$ cat config.mk
export PLATFORM = sky130hd
export DESIGN_NAME = argmax_scheduler
export DESIGN_NICKNAME = d
export VERILOG_FILES = /design/src/rtl/argmax_pkg.sv /design/src/rtl/argmax_scheduler_rr_arbiter.sv /design/src/rtl/argmax_scheduler.sv
export SDC_FILE = /design/constraint.sdc
export NUM_CORES = 1
export LEC_CHECK = 0
export BUFFER_PORTS_ARGS = -buffer_cell sky130_fd_sc_hd__buf_4
export CAP_MARGIN = 10
export CORE_ASPECT_RATIO = 0.75
export CORE_MARGIN = 5
export CORE_UTILIZATION = 45
export DETAILED_ROUTE_END_ITERATION = 8
export PLACE_DENSITY = 0.78
export SLEW_MARGIN = 10
export SYNTH_ARGS = -nofsm -noshare
export SYNTH_HDL_FRONTEND = slang
export SYNTH_HIERARCHICAL = 1
export SYNTH_SLANG_ARGS = --single-unit
export TNS_END_PERCENT = 5
$ cat constraint.sdc
create_clock -name clk -period 4 [get_ports clk]
set_input_delay 0.2 -clock clk [delete_from_list [all_inputs] [get_ports clk]]
set_output_delay 0.2 -clock clk [all_outputs]
set_load 0.005 [all_outputs]
$ cat src/rtl/argmax_pkg.sv
// Shared definitions for the argmax scheduler.
// Holds the FSM state encoding and the helpers that size the class-index
// and requester-id fields from the block parameters.
package argmax_pkg;

  // FSM state encoding
  localparam logic [1:0] ST_IDLE = 2'd0;
  localparam logic [1:0] ST_SCAN = 2'd1;
  localparam logic [1:0] ST_DONE = 2'd2;

  // Default configuration
  localparam int unsigned DEF_NUM_CLASSES = 10;
  localparam int unsigned DEF_NUM_REQ     = 2;

  // Width of a class index; NUM_CLASSES is at least 2, so this is at least 1
  function automatic int unsigned class_width(input int unsigned n);
    return $clog2(n);
  endfunction

  // Width of a requester id, never narrower than one bit
  function automatic int unsigned id_width(input int unsigned n);
    return (n < 2) ? 1 : $clog2(n);
  endfunction

  localparam int unsigned CLASS_W = class_width(DEF_NUM_CLASSES);
  localparam int unsigned ID_W    = id_width(DEF_NUM_REQ);

endpackage

$ cat src/rtl/argmax_scheduler_rr_arbiter.sv
// Combinational round-robin arbiter.
// Ports:
//   req        - request vector, one bit per requester
//   last_grant - index of the most recently served requester
//   grant      - one-hot grant; zero when no request is pending
//   grant_idx  - binary index of the granted requester
// Priority starts at last_grant+1 and wraps modulo NUM_REQ.
module rr_arbiter
  import argmax_pkg::*;
#(
  parameter int unsigned NUM_REQ = 2
) (
  input  logic [NUM_REQ-1:0]              req,
  input  logic [id_width(NUM_REQ)-1:0]    last_grant,
  output logic [NUM_REQ-1:0]              grant,
  output logic [id_width(NUM_REQ)-1:0]    grant_idx
);

  localparam int unsigned IW = id_width(NUM_REQ);

  logic          found;
  int unsigned   cand;
  logic [IW-1:0] cand_idx;

  // Walk requesters in rotated order; the first pending one wins
  always_comb begin
    grant     = '0;
    grant_idx = '0;
    found     = 1'b0;
    cand      = 0;
    cand_idx  = '0;
    for (int unsigned i = 1; i <= NUM_REQ; i++) begin
      cand     = (32'(last_grant) + i) % NUM_REQ;
      cand_idx = IW'(cand);
      if (!found && req[cand_idx]) begin
        found           = 1'b1;
        grant[cand_idx] = 1'b1;
        grant_idx       = cand_idx;
      end
    end
  end

endmodule

$ cat src/rtl/argmax_scheduler.sv
// Shared argmax engine serving several requesters.
// Ports:
//   clk, rst   - clock and synchronous active-high reset
//   req_valid  - request strobe per requester
//   req_ready  - one-hot accept, only ever high in IDLE
//   req_scores - packed score vectors, requester r in slice r,
//                class c at [c*BIT_SIZE +: BIT_SIZE] within the slice
//   res_valid  - result held while in DONE
//   res_ready  - result consumer accept
//   res_class  - winning class index (lowest index on ties)
//   res_id     - requester the result belongs to
//   res_max    - winning score
//   busy       - high whenever the engine is not IDLE
// A granted vector is captured, then scanned one class per cycle.
module argmax_scheduler
  import argmax_pkg::*;
#(
  parameter int unsigned BIT_SIZE    = 8,
  parameter int unsigned NUM_CLASSES = DEF_NUM_CLASSES,
  parameter int unsigned NUM_REQ     = DEF_NUM_REQ
) (
  input  logic                                   clk,
  input  logic                                   rst,
  input  logic [NUM_REQ-1:0]                     req_valid,
  output logic [NUM_REQ-1:0]                     req_ready,
  input  logic [NUM_REQ*NUM_CLASSES*BIT_SIZE-1:0] req_scores,
  output logic                                   res_valid,
  input  logic                                   res_ready,
  output logic [class_width(NUM_CLASSES)-1:0]    res_class,
  output logic [id_width(NUM_REQ)-1:0]           res_id,
  output logic [BIT_SIZE-1:0]                    res_max,
  output logic                                   busy
);

  localparam int unsigned CW = class_width(NUM_CLASSES);
  localparam int unsigned IW = id_width(NUM_REQ);
  localparam logic [CW-1:0] LAST_CLASS = CW'(NUM_CLASSES - 1);
  localparam logic [IW-1:0] LAST_REQ   = IW'(NUM_REQ - 1);

  logic [1:0]          state_q, state_d;
  logic [CW-1:0]       count_q, count_d;
  logic [CW-1:0]       class_q, class_d;
  logic [IW-1:0]       id_q, id_d;
  logic [IW-1:0]       last_q, last_d;
  logic [BIT_SIZE-1:0] max_q, max_d;
  logic                load;

  logic [NUM_REQ-1:0]  grant;
  logic [IW-1:0]       grant_idx;
  logic [BIT_SIZE-1:0] scores [NUM_REQ][NUM_CLASSES];
  logic [BIT_SIZE-1:0] vec_q  [NUM_CLASSES];
  logic [BIT_SIZE-1:0] cur;

  rr_arbiter #(
    .NUM_REQ (NUM_REQ)
  ) u_arb (
    .req        (req_valid),
    .last_grant (last_q),
    .grant      (grant),
    .grant_idx  (grant_idx)
  );

  // Unpack the flat score bus into requester/class form
  always_comb begin
    for (int r = 0; r < int'(NUM_REQ); r++) begin
      for (int c = 0; c < int'(NUM_CLASSES); c++) begin
        scores[r][c] = req_scores[(r*int'(NUM_CLASSES)+c)*int'(BIT_SIZE) +: BIT_SIZE];
      end
    end
  end

  // Score under test this SCAN cycle
  assign cur = vec_q[count_q];

  // Next-state and datapath update
  always_comb begin
    state_d = state_q;
    count_d = count_q;
    class_d = class_q;
    id_d    = id_q;
    last_d  = last_q;
    max_d   = max_q;
    load    = 1'b0;
    case (state_q)
      ST_IDLE: begin
        if (|req_valid) begin
          load    = 1'b1;
          id_d    = grant_idx;
          last_d  = grant_idx;
          max_d   = scores[grant_idx][0];
          class_d = '0;
          count_d = CW'(1);
          state_d = ST_SCAN;
        end
      end
      ST_SCAN: begin
        // Strict compare keeps the earliest class on ties
        if (cur > max_q) begin
          max_d   = cur;
          class_d = count_q;
        end
        count_d = count_q + CW'(1);
        if (count_q == LAST_CLASS) begin
          state_d = ST_DONE;
        end
      end
      ST_DONE: begin
        if (res_ready) begin
          state_d = ST_IDLE;
        end
      end
      default: state_d = ST_IDLE;
    endcase
  end

  // Control and result registers
  always_ff @(posedge clk) begin
    if (rst) begin
      state_q <= ST_IDLE;
      count_q <= '0;
      class_q <= '0;
      id_q    <= '0;
      last_q  <= LAST_REQ;
      max_q   <= '0;
    end else begin
      state_q <= state_d;
      count_q <= count_d;
      class_q <= class_d;
      id_q    <= id_d;
      last_q  <= last_d;
      max_q   <= max_d;
    end
  end

  // Captured vector; contents are don't-care until the next load
  always_ff @(posedge clk) begin
    if (load && !rst) begin
      for (int c = 0; c < int'(NUM_CLASSES); c++) begin
        vec_q[c] <= scores[grant_idx][c];
      end
    end
  end

  assign req_ready = (state_q == ST_IDLE && !rst) ? grant : '0;
  assign res_valid = (state_q == ST_DONE);
  assign busy      = (state_q != ST_IDLE);
  assign res_class = class_q;
  assign res_id    = id_q;
  assign res_max   = max_q;

endmodule

==> results by group, run 1 <==
Status
  • Status: complete, no violations

CTS
  • H-tree depth: 3
  • Post-CTS Setup Repair Bufs: 0
  • CTS Buf Count: 9
  • Hold Buf Count CTS: 0
  • Clk sink count: 104
  • Reg clk slew, reported paths: 0.07 ns
  • Root buf cell: clkbuf_16
  • CTS resizes: 0
  • Clk_lat worst skew: 0.34 ns
  • CTS tree: built
  • Clock buffer depth: 2

Critical path
  • R2R depth: 8
  • WP data required: 4.24 ns
  • Worst setup path end: res_class[1]
  • Crit path max fanout: 16
  • Critical path launch point type: flop
  • Setup CP Type: flop to flop
  • CP endpoint kind: flop
  • R2r endpoint: res_class[1]
  • R2r setup slk: 0.51 ns
  • Critical Path AT: 3.73 ns

Floorplanning
  • Die span in x: approximately 140 um
  • Die Area: 14400 um2
  • # IOs: roughly 180
  • FP Rows: 34
  • Die Ht: 105 um
  • Core area: 11700 um2
  • Initial core utilization: 46.4%

Synth
  • Async set-or-reset flop fraction in the synthesized netlist: 0%
  • Post-Synthesis Cells: roughly 370
  • Post-Syn Nets: 540
  • Post-synthesis sequential area ratio: between 50% and 60%
  • Mean Syn Cell Area: 14.9 um2
  • Synthesized area: 5430 um2
  • Synth Flop Type: edfxtp_1
  • Yosys reg bits: 104
  • Synth cell types: 50
  • Ys Warns: 6
  • EDFF count, synth: 80

Timing
  • Final Setup Violations: 0
  • Slew Limit Headroom: 39.2%
  • Fmax achieved: between 200 and 300 MHz
  • Unrepaired setup endpoints after global routing: false
  • Worst slew pin tran: approximately 0.9 ns
  • Count of final hold-check violations: 0
  • Setup Skew: between 0.004 and 0.005 ns
  • Final Hold Slack: about 0.16 ns
  • Final critical-path required period: 3.49 ns
  • Final Cycle Share: 87.2%
  • Setup tns final: 0 ns
  • Slew Limit Fails: 0

Pwr
  • Peak supply drop: 0.253 mV
  • Pleak: 2.81 nW
  • Pwr per Cell Area: 406 nW/um2

Placement
  • HPWL after DPL: 10.4 mm
  • PortBufs: between 150 and 200
  • Final GP Congestion: 0.923

Global routing
  • All-Layer GR Usage: 19.0%
  • Largest net degree at the start of global routing: 58
  • Global route total overflow: 0
  • Global-route wire length before repair: 20.8 mm
  • Initial antenna violation count: 0
  • Vias in the first global route: 4071

Final layout
  • Area delta synth->final: 33.3%
  • Layout cell share with drive strength beyond 1: between 50 and 60%
  • Final #Nets: 717
  • Ant. Diodes: 0
  • Fin util: 61.9%

Detailed routing
  • 1st-iter DRT viols: around 270
  • Via count: between 3000 and 4000
  • DRC errors left: 0
  • Routed len/inst: 18.8 um
  • Vias per cell: 5.40
  • Final wirelength: 13.3 mm
  • First-pass DRT Iterations: 5
  • Antenna viol nets, final: 0

Min path
  • Worst hold path cell count: 2
  • Hold crit path type: input port to flop

Run
  • Max-Cap Viols: 0
-- worst min path at each step --
stage	start	endpoint
floorplan	req_valid[0]	state_q[0]
global placement	res_id	res_id
detailed placement	res_id	res_id
CTS	req_scores[93]	vec_q[1][5]
global route	req_scores[29]	vec_q[3][5]
finish	req_scores[93]	vec_q[1][5]
-- cell usage in the layout, fill, tap and decap left out, types with 2 or more instances in the layout --
cell type,netlist,routed
mux4_2,17,17
inv_1,13,12
nand2b_1,3,3
o211ai_1,3,3
inv_6,0,2
nor2_1,7,7
mux2_2,81,81
or4_1,6,6
edfxtp_1,80,80
clkbuf_16,0,9
and2_1,2,2
mux2i_1,8,8
mux4_1,6,6
nand2_1,8,8
o21ai_0,10,10
buf_4,0,186
o41ai_2,2,2
nand3_1,3,3
nor3_1,4,4
xnor2_1,2,2
a21oi_1,13,13
o2bb2ai_1,6,6
clkbuf_1,4,2
nor2b_1,4,4
a31oi_1,2,2
nand4b_1,2,2
ha_1,10,10
a221oi_1,7,7
dfxtp_1,24,24
-- where the power goes --
group,leakage (nW),internal (W),switching [W]
clock,0.141,0.000491,0.000381
combinational,1.73,0.000392,0.000333
sequential,0.946,0.00128,0.0000559
total,2.81,0.00217,0.000770
-- layout make-up --
class                   instances  area [um2]
fillers                       901        4460
clock buffers                  11         233
clock inverters                 5        63.8
inverters                      13        50.0
multi-input cells             227        2390
flip-flops and latches        104        2880
repair buffers                187        1420
well taps                     162         203
-- synth_stat cells, types with 2 or more instances --
cell,count,area [um2]
a21boi_0,2,15.0
a21oi_1,13,65.1
a221oi_1,7,61.3
a31oi_1,2,12.5
and2_1,2,12.5
buf_1,2,7.51
buf_2,13,65.1
clkbuf_1,4,15.0
dfxtp_1,24,480
edfxtp_1,80,2400
ha_1,10,125
inv_1,13,48.8
mux2_2,81,912
mux2i_1,8,80.1
mux4_1,6,158
mux4_2,17,383
nand2_1,8,30.0
nand2b_1,3,18.8
nand3_1,3,15.0
nand4b_1,2,17.5
nor2_1,7,26.3
nor2b_1,4,25.0
nor3_1,4,20.0
o211ai_1,3,22.5
o21ai_0,10,50.1
o2bb2ai_1,6,52.6
o41ai_2,2,32.5
or4_1,6,45.0
xnor2_1,2,17.5
-- kinds of logic after synthesis --
family,count (synthesis),share of synthesized area (%)
xor+xnor,2,0.323
buf+inv,34,3.09
flops,104,53.1
fa+ha+maj,10,2.30
mux,112,28.2
simple gates,48,5.37
compound gates,55,7.60
-- flip-flops by register name (all words and copies together), names as in the netlist, named ones only --
register,cells
count_q,4
last_q,1
res_class,4
res_id,1
res_max,8
state_q,2
vec_q,80
-- critical path, stage by stage (launching register included) --
cell and delay (ns):
dfxtp_1 0.84, mux4_1 0.43, mux4_2 0.47, ha_1 0.30, nor2b_1 0.13, o211ai_1 0.16
a2111oi_4 0.61, nor2_2 0.21, o41ai_2 0.24
-- per-layer routing --
| metal | vias to the layer above | GRT usage, % | part of all wire [%] |
|---|---|---|---|
| li1 | 1811 | - | - |
| met1 | 1842 | 26.8 | 43 |
| met2 | 167 | 30.0 | 48 |
| met3 | 12 | 4.61 | 7.6 |
| met4 | 0 | 4.42 | 1.2 |
| met5 | - | 0 | 0 |
-- through the flow --
stage / worst slack (ns) / area [um2] / instances / total power, W
after floorplan: 0.999 / 5430 / 365 / 0.00179
after global placement: 0.727 / 6940 / 693 / 0.00207
after detailed placement: 0.562 / 6940 / 693 / 0.00209
after CTS: 0.527 / 7240 / 709 / 0.00296
after global routing: 0.267 / 7240 / 709 / 0.00307
final: 0.510 / 7240 / 709 / 0.00294
Note: power is estimated with default switching activity, not from simulation.
==> run 2: changes to the inputs <==
clock period = 4.5 ns   (was 4 ns; I/O delays follow)
==> run 2 against run 1 <==
Net effect:
- final area is 0.48% lower
- wire length is 0.28% lower
- flip-flop and latch count stayed put
- clock skew hardly changed
- sequential power is 9.7% lower
- power is 12% lower
- first-iteration DRC count is 31% lower
- clock-buffer cell count is 2 lower
- largest power group unchanged
==> results by group, run 2 (synthesis results as in run 1) <==
Status
  • Status: complete, no violations

Timing
  • Unrepaired setup endpoints after global routing: false
  • Final critical-path setup slack: 0.811 ns (+0.301 ns)
  • Final Cycle Share: 82.0% (-5.3 points)
  • Slew Limit Fails: 0 (unchanged)
  • Worst slew pin tran: 1.06 ns (+0.151 ns)
  • Final critical-path required period: 3.69 ns (+0.199 ns)
  • Count of final hold-check violations: 0 (unchanged)
  • Setup Skew: 0.00442 ns (-0.000296 ns)
  • Fmax achieved: 271 MHz (-5.4%)
  • Slew Limit Headroom: 29.2% (-10 points)
  • Final Setup Violations: 0 (unchanged)
  • Setup tns final: 0 ns (unchanged)
  • Final Hold Slack: 0.178 ns (+0.0204 ns)

Critical path
  • Cell Chain, Critical Path: buf_4 -> mux4_2 -> mux4_2 -> ha_1 -> and4_1 -> a2111oi_4 -> nor2_2 -> o41ai_2
  • CP most frequent cell: mux4_2
  • Setup CP Type: flop to flop
  • R2R depth: 8 (unchanged)
  • Crit path max fanout: 10 (-6)
  • WP data required: 4.75 ns (+0.51 ns)
  • R2r endpoint: res_class[2]
  • Critical Path AT: 3.94 ns (+0.21 ns)
  • Slowest CP cell: dfxtp_1
  • R2r setup slk: 0.81 ns (+0.30 ns)
  • Critical path launch point type: flop
  • CP endpoint kind: flop
  • Crit-path max cell delay: 0.67 ns (-0.17 ns)

Final layout
  • Ant. Diodes: 0 (unchanged)
  • Max FFs per register: 80 (unchanged)
  • Layout cell share with drive strength beyond 1: 56.8% (+0.13 points)
  • Filler cells: 895 (-0.67%)
  • Area delta synth->final: 32.7%
  • Most common cell after layout, fill and taps aside: buf_4
  • Most frequent cells in the layout: buf_4, mux2_2, edfxtp_1
  • Fin area: 7200 um2 (-0.48%)
  • Top reg by flops: vec_q
  • Area of the multi-input gates: 2390 um2 (unchanged)
  • Final #Nets: 715 (-0.28%)
  • Reg area: 2880 um2 (unchanged)

Floorplanning
  • Die Area: 14400 um2 (unchanged)
  • Die Ht: 105 um (unchanged)
  • # IOs: 182 (unchanged)
  • Core area: 11700 um2 (unchanged)
  • Die span in x: 137 um (unchanged)
  • FP Rows: 34 (unchanged)
  • Initial core utilization: 46.4% (unchanged)

Detailed routing
  • DRC errors left: 0 (unchanged)
  • 1st-iter DRT viols: 187 (-31%)
  • Final wirelength: 13.3 mm (-0.28%)
  • Vias per cell: 5.34 (-1.2%)
  • First-pass DRT Iterations: 4 (-1)
  • Antenna viol nets, final: 0 (unchanged)
  • Via count: 3771 (-1.6%)
  • Routed len/inst: 18.8 um (+0.14%)

CTS
  • Root buf cell: clkbuf_16
  • Clk sink count: 104 (unchanged)
  • CTS Buf Count: 9 (unchanged)
  • Hold Buf Count CTS: 0 (unchanged)
  • Clock buffer depth: 2 (unchanged)
  • CTS tree: built
  • Clk_lat worst skew: 0.35 ns (about the same)
  • CTS resizes: 0 (unchanged)
  • Post-CTS Setup Repair Bufs: 0 (unchanged)
  • H-tree depth: 3 (unchanged)
  • Reg clk slew, reported paths: 0.07 ns (about the same)

Global routing
  • Vias in the first global route: 3959 (-2.8%)
  • All-Layer GR Usage: 18.5% (-0.52 points)
  • Initial antenna violation count: 0 (unchanged)
  • Global-route wire length before repair: 20.5 mm (-1.7%)
  • Global route total overflow: 0 (unchanged)
  • Largest net degree at the start of global routing: 48 (-17%)

Min path
  • Worst hold path cell count: 2 (unchanged)
  • WHS Endpoint: vec_q[4][6]
  • Hold crit path type: input port to flop
  • Hold_sp: req_scores[38]

Placement
  • Post-Place Worst Slack: 0.843 ns (+0.281 ns)
  • PortBufs: 181 (unchanged)
  • Area after DPL: 6920 um2 (-0.40%)
  • Final GP Congestion: 0.919 (-0.42%)
  • HPWL after DPL: 10.1 mm (-2.7%)

Pwr
  • Peak supply drop: 0.200 mV (-21%)
  • Pwr per Cell Area: 358 nW/um2 (-12%)
  • Pleak: 2.80 nW (-0.54%)

Run
  • Max-Cap Viols: 0 (unchanged)
run 2: where the power goes:
part,total [W],internal [W],switching (W)
Sequential,0.00121,0.00114,0.0000702
Combinational,0.000614,0.000343,0.000270
Clock,0.000751,0.000388,0.000362
Total,0.00258,0.00187,0.000703
run 2: worst max path at each step:
stage	endpoint	cells past startpoint	slack, ns
global placement	res_max[1]	9	0.96
floorplan	res_max[7]	10	1.50
global route	res_max[1]	9	0.59
CTS	res_class[1]	8	0.80
detailed placement	res_class[1]	8	0.84
finish	res_class[2]	8	0.81
run 2: worst max-delay path, delay by kind of cell (launching register included):
kind                       cells  cell delay (ns)
AOI/OAI and AO/OA              2             0.79
muxes                          2             1.02
DFF                            1             0.67
buffers and inverters          1             0.31
and+or+nand+nor                2             0.47
adders and majority gates      1             0.32
run 2: layout make-up:
class	instances	area share (%)
clock buffers	9	3.13
clock inverters	6	0.886
inverters	13	0.695
multi-input cells	227	33.2
flip-flops and latches	104	40.0
well taps	162	2.81
repair buffers	185	19.3
run 2: metal layers:
layer | up-vias | share of wire [%] | GRT usage, %
met1 | 1806 | 44 | 25.7
met3 | 15 | 6.6 | 5.28
li1 | 1805 | - | -
met5 | - | 0 | 0
met2 | 145 | 48 | 28.9
met4 | 0 | 1.5 | 4.42
run 2: per-stage QoR:
step | cells | total power [W] | util [%]
4_1_cts | 706 | 0.00260 | 61.6
3_5_place_dp | 691 | 0.00185 | 59.1
6_report | 706 | 0.00258 | 61.6
5_1_grt | 706 | 0.00269 | 61.6
3_3_place_gp | 691 | 0.00183 | 59.1
2_1_floorplan | 365 | 0.00159 | -
